`config.mk`:
```
export PLATFORM = sky130hd
export DESIGN_NAME = sh7034_sci_xfer_ctrl_flat
export DESIGN_NICKNAME = d
export VERILOG_FILES = /design/src/rtl/sh7034_sci_xfer_ctrl_pkg.sv /design/src/rtl/sh7034_sci_xfer_ctrl_if.sv /design/src/rtl/sh7034_sci_fifo.sv /design/src/rtl/sh7034_sci_xfer_ctrl.sv /design/src/flat_wrapper.sv
export SDC_FILE = /design/constraint.sdc
export NUM_CORES = 1
export LEC_CHECK = 0
export ABC_CLOCK_PERIOD_IN_PS = 4300
export CORE_MARGIN = 4
export CORE_UTILIZATION = 50
export CTS_CLUSTER_DIAMETER = 40
export CTS_CLUSTER_SIZE = 14
export DETAILED_ROUTE_END_ITERATION = 6
export DONT_BUFFER_PORTS = 1
export PLACE_DENSITY = 0.62
export SLEW_MARGIN = 0
export SYNTH_ARGS = -nofsm -noshare
export SYNTH_HDL_FRONTEND = slang
export SYNTH_HIERARCHICAL = 1
export SYNTH_SLANG_ARGS = --single-unit
```
`constraint.sdc`:
```
create_clock -name CLK -period 4.3 [get_ports CLK]
set_input_delay 0.43 -clock CLK [delete_from_list [all_inputs] [get_ports CLK]]
set_output_delay 0.43 -clock CLK [all_outputs]
set_load 0.02 [all_outputs]
```
`src/rtl/sh7034_sci_xfer_ctrl_pkg.sv`:
```
// ---------------------------------------------------------------------------
// sh7034_sci_xfer_ctrl_pkg
//   Shared definitions for the SH7034 SCI transfer controller:
//   - SCI register offsets from the channel base (SMR..RDR = 0..5)
//   - SSR flag bit positions and the flag-clear values written back to SSR
//   - controller state encoding
//   - ibus_acc_t plus a helper that places a byte on the lane matching its
//     register offset (big-endian lanes: offset 0 -> [31:24], BA 1000)
// ---------------------------------------------------------------------------
package sh7034_sci_xfer_ctrl_pkg;

  localparam logic [27:0] SCI_BASE = 28'h5FFFEC0;

  localparam logic [2:0] OFS_SMR = 3'd0;
  localparam logic [2:0] OFS_BRR = 3'd1;
  localparam logic [2:0] OFS_SCR = 3'd2;
  localparam logic [2:0] OFS_TDR = 3'd3;
  localparam logic [2:0] OFS_SSR = 3'd4;
  localparam logic [2:0] OFS_RDR = 3'd5;

  localparam int SSR_TDRE = 7;
  localparam int SSR_RDRF = 6;
  localparam int SSR_ORER = 5;
  localparam int SSR_FER  = 4;
  localparam int SSR_PER  = 3;

  // Writing 0 to a flag clears it (after it has been read as 1); 1s leave
  // the other flags untouched.
  localparam logic [7:0] SSR_CLR_TX  = 8'h7E;  // clears TDRE
  localparam logic [7:0] SSR_CLR_RX  = 8'hBE;  // clears RDRF
  localparam logic [7:0] SSR_CLR_ERR = 8'hC6;  // clears ORER/FER/PER

  // TIE, RIE, TE, RE
  localparam logic [7:0] SCR_RUN = 8'hF0;

  typedef enum logic [3:0] {
    ST_OFF,
    ST_INIT_SMR,
    ST_INIT_BRR,
    ST_INIT_SCR,
    ST_IDLE,
    ST_T_RD,
    ST_T_WR,
    ST_T_CLR,
    ST_R_RD,
    ST_R_DAT,
    ST_R_CLR,
    ST_E_RD,
    ST_E_CLR
  } scxc_state_t;

  typedef struct packed {
    logic [27:0] addr;
    logic [31:0] wdata;
    logic [3:0]  lanes;
    logic        we;
  } ibus_acc_t;

  // Build one register access; only the lane of the addressed byte carries data.
  function automatic ibus_acc_t sci_access(input logic [27:0] base,
                                           input logic [2:0]  ofs,
                                           input logic        we,
                                           input logic [7:0]  val);
    ibus_acc_t acc;
    acc.addr  = base + {25'd0, ofs};
    acc.lanes = 4'b1000 >> ofs[1:0];
    acc.wdata = we ? ({val, 24'd0} >> {ofs[1:0], 3'b000}) : 32'd0;
    acc.we    = we;
    return acc;
  endfunction

endpackage

```
`src/rtl/sh7034_sci_xfer_ctrl_if.sv`:
```
// ---------------------------------------------------------------------------
// sh7034_sci_xfer_ctrl_if
//   Internal register bus plus SCI interrupt lines between the transfer
//   controller (master) and the SCI channel (slave).
//   IBUS_A   28  register address        IBUS_DO 32  write data
//   IBUS_BA   4  byte lanes              IBUS_WE  1  write strobe
//   IBUS_REQ  1  access request          IBUS_DI 32  read data
//   TXI_IRQ / RXI_IRQ / ERI_IRQ          SCI interrupt outputs
// ---------------------------------------------------------------------------
interface sh7034_sci_xfer_ctrl_if;
  logic [27:0] IBUS_A;
  logic [31:0] IBUS_DO;
  logic [3:0]  IBUS_BA;
  logic        IBUS_WE;
  logic        IBUS_REQ;
  logic [31:0] IBUS_DI;
  logic        TXI_IRQ;
  logic        RXI_IRQ;
  logic        ERI_IRQ;

  modport master (
    output IBUS_A, IBUS_DO, IBUS_BA, IBUS_WE, IBUS_REQ,
    input  IBUS_DI, TXI_IRQ, RXI_IRQ, ERI_IRQ
  );

  modport slave (
    input  IBUS_A, IBUS_DO, IBUS_BA, IBUS_WE, IBUS_REQ,
    output IBUS_DI, TXI_IRQ, RXI_IRQ, ERI_IRQ
  );
endinterface

```
`src/rtl/sh7034_sci_fifo.sv`:
```
// ---------------------------------------------------------------------------
// sh7034_sci_fifo
//   Synchronous first-word-fall-through FIFO, advancing only when CE is high.
//   CLK, RST_N (async, active low), CE   clocking
//   PUSH/WDATA   write (ignored when FULL)
//   POP/RDATA    read; RDATA is the head entry, valid while !EMPTY
//                (ignored when EMPTY)
//   FULL/EMPTY   exact occupancy flags
//   A push and a pop on the same enabled edge both take effect.
// ---------------------------------------------------------------------------
module sh7034_sci_fifo #(
  parameter int WIDTH = 8,
  parameter int DEPTH = 8
) (
  input  logic             CLK,
  input  logic             RST_N,
  input  logic             CE,
  input  logic             PUSH,
  input  logic [WIDTH-1:0] WDATA,
  input  logic             POP,
  output logic [WIDTH-1:0] RDATA,
  output logic             FULL,
  output logic             EMPTY
);

  localparam int AW = $clog2(DEPTH);

  logic [WIDTH-1:0] mem [DEPTH];
  logic [AW-1:0]    wr_ptr_reg;
  logic [AW-1:0]    rd_ptr_reg;
  logic [AW:0]      count_reg;
  logic             do_push;
  logic             do_pop;

  assign FULL    = (count_reg == (AW+1)'(DEPTH));
  assign EMPTY   = (count_reg == '0);
  assign do_push = CE & PUSH & ~FULL;
  assign do_pop  = CE & POP & ~EMPTY;
  assign RDATA   = mem[rd_ptr_reg];

  // Storage is not reset; only the pointers define what is valid.
  always_ff @(posedge CLK) begin
    if (do_push) begin
      mem[wr_ptr_reg] <= WDATA;
    end
  end

  always_ff @(posedge CLK or negedge RST_N) begin
    if (!RST_N) begin
      wr_ptr_reg <= '0;
      rd_ptr_reg <= '0;
      count_reg  <= '0;
    end else begin
      if (do_push) begin
        wr_ptr_reg <= wr_ptr_reg + AW'(1);
      end
      if (do_pop) begin
        rd_ptr_reg <= rd_ptr_reg + AW'(1);
      end
      if (do_push && !do_pop) begin
        count_reg <= count_reg + (AW+1)'(1);
      end else if (do_pop && !do_push) begin
        count_reg <= count_reg - (AW+1)'(1);
      end
    end
  end

endmodule

```
`src/rtl/sh7034_sci_xfer_ctrl.sv`:
```
// ---------------------------------------------------------------------------
// sh7034_sci_xfer_ctrl
//   Bus-master sequencer for one SH7034 SCI channel: initialises SMR/BRR/SCR,
//   moves bytes TX FIFO -> TDR and RDR -> RX FIFO, and clears SSR flags with
//   the read-then-write-0 protocol.
//   CLK, RST_N (async, active low); CE_R advances all state; CE_F unused.
//   EN        1 = run, 0 = finish current access then go OFF
//   TX_DATA/TX_PUSH, TX_FULL/TX_EMPTY     TX FIFO write side
//   RX_DATA/RX_POP, RX_EMPTY              RX FIFO read side
//   ERR/ERR_CLR  sticky {ORER,FER,PER}; a new error wins over a clear
//   BUSY         controller is in a service or init sequence
//   bus          register bus + IRQ lines (master side)
//   Every bus access occupies exactly one CE_R window: the request is
//   registered on one CE_R and completes (write lands / read sampled) on the
//   next, where the following access, if any, is registered.
// ---------------------------------------------------------------------------
module sh7034_sci_xfer_ctrl
  import sh7034_sci_xfer_ctrl_pkg::*;
#(
  parameter int         N       = 0,
  parameter int         DEPTH   = 8,
  parameter logic [7:0] SMR_VAL = 8'h00,
  parameter logic [7:0] BRR_VAL = 8'h00
) (
  input  logic       CLK,
  input  logic       RST_N,
  input  logic       CE_R,
  input  logic       CE_F,
  input  logic       EN,
  input  logic [7:0] TX_DATA,
  input  logic       TX_PUSH,
  output logic       TX_FULL,
  output logic       TX_EMPTY,
  output logic [7:0] RX_DATA,
  input  logic       RX_POP,
  output logic       RX_EMPTY,
  output logic [2:0] ERR,
  input  logic       ERR_CLR,
  output logic       BUSY,
  sh7034_sci_xfer_ctrl_if.master bus
);

  localparam logic [27:0] BASE = SCI_BASE + 28'(N * 8);

  scxc_state_t state_reg, state_next;
  ibus_acc_t   acc_reg, acc_next;
  logic        req_reg, req_next;
  logic [2:0]  err_reg, err_next;
  logic [2:0]  err_set;
  logic        tx_first_reg, tx_first_next;
  logic        tx_pop;
  logic        rx_push;
  logic        rx_full;
  logic [7:0]  tx_head;
  logic [7:0]  rd_byte;
  logic        unused_ok;

  // The SCI replicates its byte on every lane, so reads always use the top lane.
  assign rd_byte   = bus.IBUS_DI[31:24];
  assign unused_ok = &{1'b0, CE_F, bus.IBUS_DI[23:0]};

  sh7034_sci_fifo #(.WIDTH(8), .DEPTH(DEPTH)) u_tx_fifo (
    .CLK   (CLK),
    .RST_N (RST_N),
    .CE    (CE_R),
    .PUSH  (TX_PUSH),
    .WDATA (TX_DATA),
    .POP   (tx_pop),
    .RDATA (tx_head),
    .FULL  (TX_FULL),
    .EMPTY (TX_EMPTY)
  );

  sh7034_sci_fifo #(.WIDTH(8), .DEPTH(DEPTH)) u_rx_fifo (
    .CLK   (CLK),
    .RST_N (RST_N),
    .CE    (CE_R),
    .PUSH  (rx_push),
    .WDATA (rd_byte),
    .POP   (RX_POP),
    .RDATA (RX_DATA),
    .FULL  (rx_full),
    .EMPTY (RX_EMPTY)
  );

  always_ff @(posedge CLK or negedge RST_N) begin
    if (!RST_N) begin
      state_reg    <= ST_OFF;
      acc_reg      <= '0;
      req_reg      <= 1'b0;
      err_reg      <= 3'b000;
      tx_first_reg <= 1'b0;
    end else if (CE_R) begin
      state_reg    <= state_next;
      acc_reg      <= acc_next;
      req_reg      <= req_next;
      err_reg      <= err_next;
      tx_first_reg <= tx_first_next;
    end
  end

  // In each state the access registered on entry completes here; the branch
  // consumes its result and registers the next access, if any.
  always_comb begin
    state_next    = state_reg;
    acc_next      = '0;
    req_next      = 1'b0;
    err_set       = 3'b000;
    tx_first_next = tx_first_reg;
    tx_pop        = 1'b0;
    rx_push       = 1'b0;

    unique case (state_reg)
      ST_OFF: begin
        if (EN) begin
          state_next = ST_INIT_SMR;
          acc_next   = sci_access(BASE, OFS_SMR, 1'b1, SMR_VAL);
          req_next   = 1'b1;
        end
      end
      ST_INIT_SMR: begin
        state_next = ST_INIT_BRR;
        acc_next   = sci_access(BASE, OFS_BRR, 1'b1, BRR_VAL);
        req_next   = 1'b1;
      end
      ST_INIT_BRR: begin
        state_next = ST_INIT_SCR;
        acc_next   = sci_access(BASE, OFS_SCR, 1'b1, SCR_RUN);
        req_next   = 1'b1;
      end
      ST_INIT_SCR: begin
        // TXI only fires on a TDRE edge, so the first byte must be kicked off
        // without waiting for it.
        state_next    = ST_IDLE;
        tx_first_next = 1'b1;
      end
      ST_IDLE: begin
        if (bus.ERI_IRQ) begin
          state_next = ST_E_RD;
          acc_next   = sci_access(BASE, OFS_SSR, 1'b0, 8'h00);
          req_next   = 1'b1;
        end else if (bus.RXI_IRQ && !rx_full) begin
          // With the RX FIFO full the SCI is left to overrun; ORER is then
          // picked up on the error path and no queued byte is displaced.
          state_next = ST_R_RD;
          acc_next   = sci_access(BASE, OFS_SSR, 1'b0, 8'h00);
          req_next   = 1'b1;
        end else if (!TX_EMPTY && (bus.TXI_IRQ || tx_first_reg)) begin
          state_next = ST_T_RD;
          acc_next   = sci_access(BASE, OFS_SSR, 1'b0, 8'h00);
          req_next   = 1'b1;
        end
      end
      ST_T_RD: begin
        if (rd_byte[SSR_TDRE]) begin
          state_next = ST_T_WR;
          acc_next   = sci_access(BASE, OFS_TDR, 1'b1, tx_head);
          req_next   = 1'b1;
          tx_pop     = 1'b1;
        end else begin
          state_next = ST_IDLE;
        end
      end
      ST_T_WR: begin
        state_next = ST_T_CLR;
        acc_next   = sci_access(BASE, OFS_SSR, 1'b1, SSR_CLR_TX);
        req_next   = 1'b1;
      end
      ST_T_CLR: begin
        state_next    = ST_IDLE;
        tx_first_next = 1'b0;
      end
      ST_R_RD: begin
        if (rd_byte[SSR_RDRF]) begin
          state_next = ST_R_DAT;
          acc_next   = sci_access(BASE, OFS_RDR, 1'b0, 8'h00);
          req_next   = 1'b1;
        end else begin
          state_next = ST_IDLE;
        end
      end
      ST_R_DAT: begin
        rx_push    = 1'b1;
        state_next = ST_R_CLR;
        acc_next   = sci_access(BASE, OFS_SSR, 1'b1, SSR_CLR_RX);
        req_next   = 1'b1;
      end
      ST_R_CLR: begin
        state_next = ST_IDLE;
      end
      ST_E_RD: begin
        err_set    = {rd_byte[SSR_ORER], rd_byte[SSR_FER], rd_byte[SSR_PER]};
        state_next = ST_E_CLR;
        acc_next   = sci_access(BASE, OFS_SSR, 1'b1, SSR_CLR_ERR);
        req_next   = 1'b1;
      end
      ST_E_CLR: begin
        state_next = ST_IDLE;
      end
      default: begin
        state_next = ST_OFF;
      end
    endcase

    // Disable: the access completing now keeps its effect, nothing further is
    // issued. A TDRE-ready read does not pop, so no byte is lost there.
    if (!EN && state_reg != ST_OFF) begin
      state_next = ST_OFF;
      acc_next   = '0;
      req_next   = 1'b0;
      tx_pop     = 1'b0;
    end

    err_next = (ERR_CLR ? 3'b000 : err_reg) | err_set;
  end

  assign bus.IBUS_A   = acc_reg.addr;
  assign bus.IBUS_DO  = acc_reg.wdata;
  assign bus.IBUS_BA  = acc_reg.lanes;
  assign bus.IBUS_WE  = acc_reg.we;
  assign bus.IBUS_REQ = req_reg;
  assign ERR          = err_reg;
  assign BUSY         = !(state_reg inside {ST_OFF, ST_IDLE});

endmodule

```
`src/flat_wrapper.sv`:
```
// flat-port wrapper written by rule: the top's interface ports become plain ports
module sh7034_sci_xfer_ctrl_flat import sh7034_sci_xfer_ctrl_pkg::*;
#(
  parameter int         N       = 0,
  parameter int         DEPTH   = 8,
  parameter logic [7:0] SMR_VAL = 8'h00,
  parameter logic [7:0] BRR_VAL = 8'h00
)
  (CLK, RST_N, CE_R, CE_F, EN, TX_DATA, TX_PUSH, TX_FULL, TX_EMPTY, RX_DATA, RX_POP, RX_EMPTY, ERR, ERR_CLR, BUSY, bus_IBUS_A, bus_IBUS_DO, bus_IBUS_BA, bus_IBUS_WE, bus_IBUS_REQ, bus_IBUS_DI, bus_TXI_IRQ, bus_RXI_IRQ, bus_ERI_IRQ);
  sh7034_sci_xfer_ctrl_if bus_i ();
  input  logic CLK;
  input  logic RST_N;
  input  logic CE_R;
  input  logic CE_F;
  input  logic EN;
  input  logic [7:0] TX_DATA;
  input  logic TX_PUSH;
  output logic TX_FULL;
  output logic TX_EMPTY;
  output logic [7:0] RX_DATA;
  input  logic RX_POP;
  output logic RX_EMPTY;
  output logic [2:0] ERR;
  input  logic ERR_CLR;
  output logic BUSY;
  output wire logic [$bits(bus_i.IBUS_A)-1:0] bus_IBUS_A;
  output wire logic [$bits(bus_i.IBUS_DO)-1:0] bus_IBUS_DO;
  output wire logic [$bits(bus_i.IBUS_BA)-1:0] bus_IBUS_BA;
  output wire logic [$bits(bus_i.IBUS_WE)-1:0] bus_IBUS_WE;
  output wire logic [$bits(bus_i.IBUS_REQ)-1:0] bus_IBUS_REQ;
  input wire logic [$bits(bus_i.IBUS_DI)-1:0] bus_IBUS_DI;
  input wire logic [$bits(bus_i.TXI_IRQ)-1:0] bus_TXI_IRQ;
  input wire logic [$bits(bus_i.RXI_IRQ)-1:0] bus_RXI_IRQ;
  input wire logic [$bits(bus_i.ERI_IRQ)-1:0] bus_ERI_IRQ;
  assign bus_IBUS_A = bus_i.IBUS_A;
  assign bus_IBUS_DO = bus_i.IBUS_DO;
  assign bus_IBUS_BA = bus_i.IBUS_BA;
  assign bus_IBUS_WE = bus_i.IBUS_WE;
  assign bus_IBUS_REQ = bus_i.IBUS_REQ;
  assign bus_i.IBUS_DI = bus_IBUS_DI;
  assign bus_i.TXI_IRQ = bus_TXI_IRQ;
  assign bus_i.RXI_IRQ = bus_RXI_IRQ;
  assign bus_i.ERI_IRQ = bus_ERI_IRQ;
  sh7034_sci_xfer_ctrl #(.N(N), .DEPTH(DEPTH), .SMR_VAL(SMR_VAL), .BRR_VAL(BRR_VAL)) u_core (.CLK(CLK), .RST_N(RST_N), .CE_R(CE_R), .CE_F(CE_F), .EN(EN), .TX_DATA(TX_DATA), .TX_PUSH(TX_PUSH), .TX_FULL(TX_FULL), .TX_EMPTY(TX_EMPTY), .RX_DATA(RX_DATA), .RX_POP(RX_POP), .RX_EMPTY(RX_EMPTY), .ERR(ERR), .ERR_CLR(ERR_CLR), .BUSY(BUSY), .bus(bus_i));
endmodule
```
==> metrics list <==
- The run finished with clean final reports.
- Buffers placed on the I/O ports in this run total 0.
- The die covers 18,400 µm².
* Sum of negative setup slack: 0 ns
* Area contributors post-synth: sky130_fd_sc_hd__edfxtp_1, sky130_fd_sc_hd__dfrtp_1, sky130_fd_sc_hd__mux4_1, sky130_fd_sc_hd__buf_4, sky130_fd_sc_hd__mux2_2
* Largest vdd supply drop: 0.299 mV
- Synth warnings: 6
- At the end of the flow, the number of nets in the layout was 579.
- In the synthesized netlist the dominant register cell turns out to be sky130_fd_sc_hd__edfxtp_1.
- Post-route standard cell area excluding fillers: 8780 µm²
- Internal portion of total power: 3.55 mW
- Entering global routing, the biggest net connects 51 pins.
- For this block, the routed nets add up to 15.3 mm of wire.
- The path class of the tightest hold or removal check is primary input to register.
- In this run the cell area of the synthesized design comes to around 8200 µm².
- The worst setup path is of the register to register kind.
- Static timing analysis puts the maximum clock frequency at 302 MHz.
- Pwr/cell area: 615 nW/µm²
- Count of flip-flops with a built-in enable after synthesis: 128
- Once the floorplan was initialized, standard cells occupied 51.2% of the core.
- Synth-to-layout area growth: 7.57%
- Critical path endpoint category: register
- Placement Rows: 46
* Required arrival time at the worst endpoint: 4.59 ns
- Fraction of layout cells with a size suffix above 1: 15.7%
* Sw power: 1.85 mW
- Summed over its instances, the top area cell type makes up 47.1% of the synthesized netlist area.
- Setup repair after global routing left no endpoint under its margin.
- Of all nets on the critical path, the largest fanout is 17.
- STA classifies the critical path startpoint as a register.
- Once placement finished, the instance area stood at 8140 µm².
- Count of unique library cells instantiated by Yosys: 57
- The final count of pins violating max slew is 0.
* Multi-input combinational cell area: 2580 µm²
* Clk sink count: 178
* Combinational cell fraction of total power: 22.8%
- Post-Syn Instances: 535
* Final worst clock skew: between 0.006 and 0.007 ns
- Proportion of synthesized chip area in sequential cells: about 62%
- Final hold violation count: 0
- Of all cell types, the one taking the most synthesized area is sky130_fd_sc_hd__edfxtp_1.
- Routability congestion estimate from global placement: about 0.84
- In this run the tightest slew margin relative to its limit is 29.7%.
- For this run, design rule violations remaining after detail routing come to 0.
- Share of async-settable or async-resettable flops after synthesis: 28.1%
- Deepest clock path buffer count: 2
* Avg Vias per Cell: 5.70
* Number of filler cells placed in the layout: ~1,300
* Final period utilization: between 70% and 80%
* Worst-skew pair later-pin latency: around 0.42 ns
- The tree is rooted in a sky130_fd_sc_hd__clkbuf_16.
- Static power due to leakage: 3.14 nW
- Setup violations remaining at the end of the flow were counted as 0.
- Registers take 5100 µm².
- Global routing used roughly 18% of the available tracks.
- Number of placed I/O pins: 132
- The via count of the first global-routing pass is 4,492.
- Number of optimization iterations in the first detailed-route pass: 4
- The clock network accounts for 29.2% of the total power.
* DIE WIDTH: 136 µm
- For this design, the CTS-stage hold fixing added 2 buffers.
* Initial antenna violation count: 0
* Wire length of the first global-routing pass: 24.7 mm
* Seq cells post-synth: between 150 and 200
- STA puts the critical path data arrival time at 3.60 ns.
- Portion of total power attributed to sequential cells: a little under half
- Dividing the detail-routed wire length by the instance count gives 20.5 µm.
* Tmin final: 3.31 ns
- Commonest cells post-synth: sky130_fd_sc_hd__edfxtp_1, sky130_fd_sc_hd__dfrtp_1, sky130_fd_sc_hd__buf_4
* Fraction of power spent switching nets: 34.2%
* Transition time at the pin with the least slew margin: 1.06 ns
- Clock transition at the register clock pins on the worst setup and hold paths after CTS: 0.07 ns
- TritonCTS built the clock tree.
- Number of H-tree branching levels: 4
- Initial detailed-routing violation count: approximately 190
* Via Count: 4,243
* GR Overflow Total: 0
* Antenna-violating nets left: 0
- The core region is around 16,000 µm².
- Number of resized instances in the post-cts repair step: 0
* Most common cell in the netlist: sky130_fd_sc_hd__edfxtp_1
- Post-synthesis average cell area: 15.3 µm²
- The repair_antennas step left the layout with diodes totalling 0.
- Post-CTS setup buffers: 0
* Max capacitance violation total: 0
- Summed over all nets, the half-perimeter wirelength after detailed placement is slightly below 10 mm.
- Chip height: 136 µm
* Number of buffers inserted during clock tree synthesis: 17
==> worst max-delay path, cell delays in order, from the launching register on <==
cell	delay, ns
sky130_fd_sc_hd__dfrtp_1	0.65
sky130_fd_sc_hd__nand2b_1	0.16
sky130_fd_sc_hd__nor3_1	0.25
sky130_fd_sc_hd__buf_4	0.23
sky130_fd_sc_hd__nand2_1	0.10
sky130_fd_sc_hd__nor2_1	0.22
sky130_fd_sc_hd__inv_1	0.08
sky130_fd_sc_hd__ha_1	0.24
sky130_fd_sc_hd__inv_1	0.15
sky130_fd_sc_hd__ha_1	0.31
sky130_fd_sc_hd__or4_1	0.55
sky130_fd_sc_hd__o211ai_1	0.11
sky130_fd_sc_hd__o211ai_1	0.10
==> metrics by stage <==
stage / util (%) / setup WS (ns) / cells / hold WS (ns) / total power [mW]
final: 55.1 / 0.989 / 745 / 0.106 / 5.40
after CTS: 55.1 / 1.02 / 745 / 0.0844 / 5.45
after detailed placement: 51.1 / 1.06 / 711 / 0.138 / 3.85
after global placement: 51.1 / 1.11 / 711 / 0.138 / 3.80
after global routing: 55.1 / 0.755 / 745 / 0.0737 / 5.70
after floorplan: - / 1.12 / 553 / 0.134 / 3.74
==> cell type report <==
cell class,instances,share of cell area [%]
Sequential cell,178,58.0
Multi-Input combinational cell,277,29.4
Clock buffer,19,5.04
Tap cell,216,3.08
Clock inverter,13,1.85
Timing Repair Buffer,12,1.28
Inverter,30,1.28
==> path summary, 6_finish.rpt <==
check	startpoint	endpoint	slack, ns	cells past startpoint
worst max-delay path	u_core/state_reg[0]	u_core/u_tx_fifo/count_reg[3]	0.99	12
max in group asynchronous	RST_N	u_core/bus.IBUS_A[24]	3.50	2
worst min-delay path	bus_IBUS_DI[27]	u_core/u_rx_fifo/mem[2][3]	0.11	0
worst min register to register	u_core/tx_first_reg	u_core/tx_first_reg	0.54	2
min in group asynchronous	RST_N	u_core/u_rx_fifo/rd_ptr_reg[0]	0.52	2
worst max register to register	u_core/state_reg[0]	u_core/u_tx_fifo/count_reg[3]	0.99	12
==> cell usage in the layout (no fill, tap or decap), drive strengths merged, types with 4 or more instances in the layout <==
| master | Yosys | routed |
|---|---|---|
| mux4 | 32 | 32 |
| a21oi | 13 | 13 |
| mux2i | 5 | 5 |
| nor2 | 20 | 20 |
| nand2 | 12 | 12 |
| o22ai | 7 | 7 |
| mux2 | 25 | 25 |
| ha | 10 | 10 |
| conb | 1 | 19 |
| nor3 | 16 | 16 |
| clkbuf | 13 | 19 |
| nand3 | 17 | 17 |
| dfrtp | 50 | 50 |
| o211ai | 6 | 6 |
| nor4 | 5 | 5 |
| o21ai | 16 | 16 |
| edfxtp | 128 | 128 |
| xnor2 | 8 | 8 |
| nand4 | 4 | 4 |
| nand2b | 12 | 12 |
| buf | 55 | 11 |
| inv | 30 | 38 |
| xor2 | 4 | 4 |
==> power by group through the flow <==
stage | combinational [mW] | clock, mW | sequential [mW]
after global routing | 1.35 | 1.69 | 2.65
final | 1.23 | 1.58 | 2.59
after floorplan | 1.46 | 0 | 2.27
after global placement | 1.18 | 0 | 2.62
after detailed placement | 1.21 | 0 | 2.63
after CTS | 1.24 | 1.61 | 2.60
==> layer usage <==
metal  global-route usage [%]  wire length (µm)  up-vias
met1                     22.7              6440     2171
met3                     4.75               760       14
met4                     4.93               143        0
met2                     29.7              7910       93
li1                         -                 -     1965
met5                        0                 0        -
==> cell families after synthesis <==
family / synth area share, %
xor gates and xnor gates: 1.29
adders and majority gates: 2.02
and+or+nand+nor: 6.89
AOI/OAI and AO/OA: 5.82
muxes: 14.4
DFF: 62.4
buffers and inverters: 7.19
other: 0.0459
No activity file was read; power rests on OpenSTA's default activity.
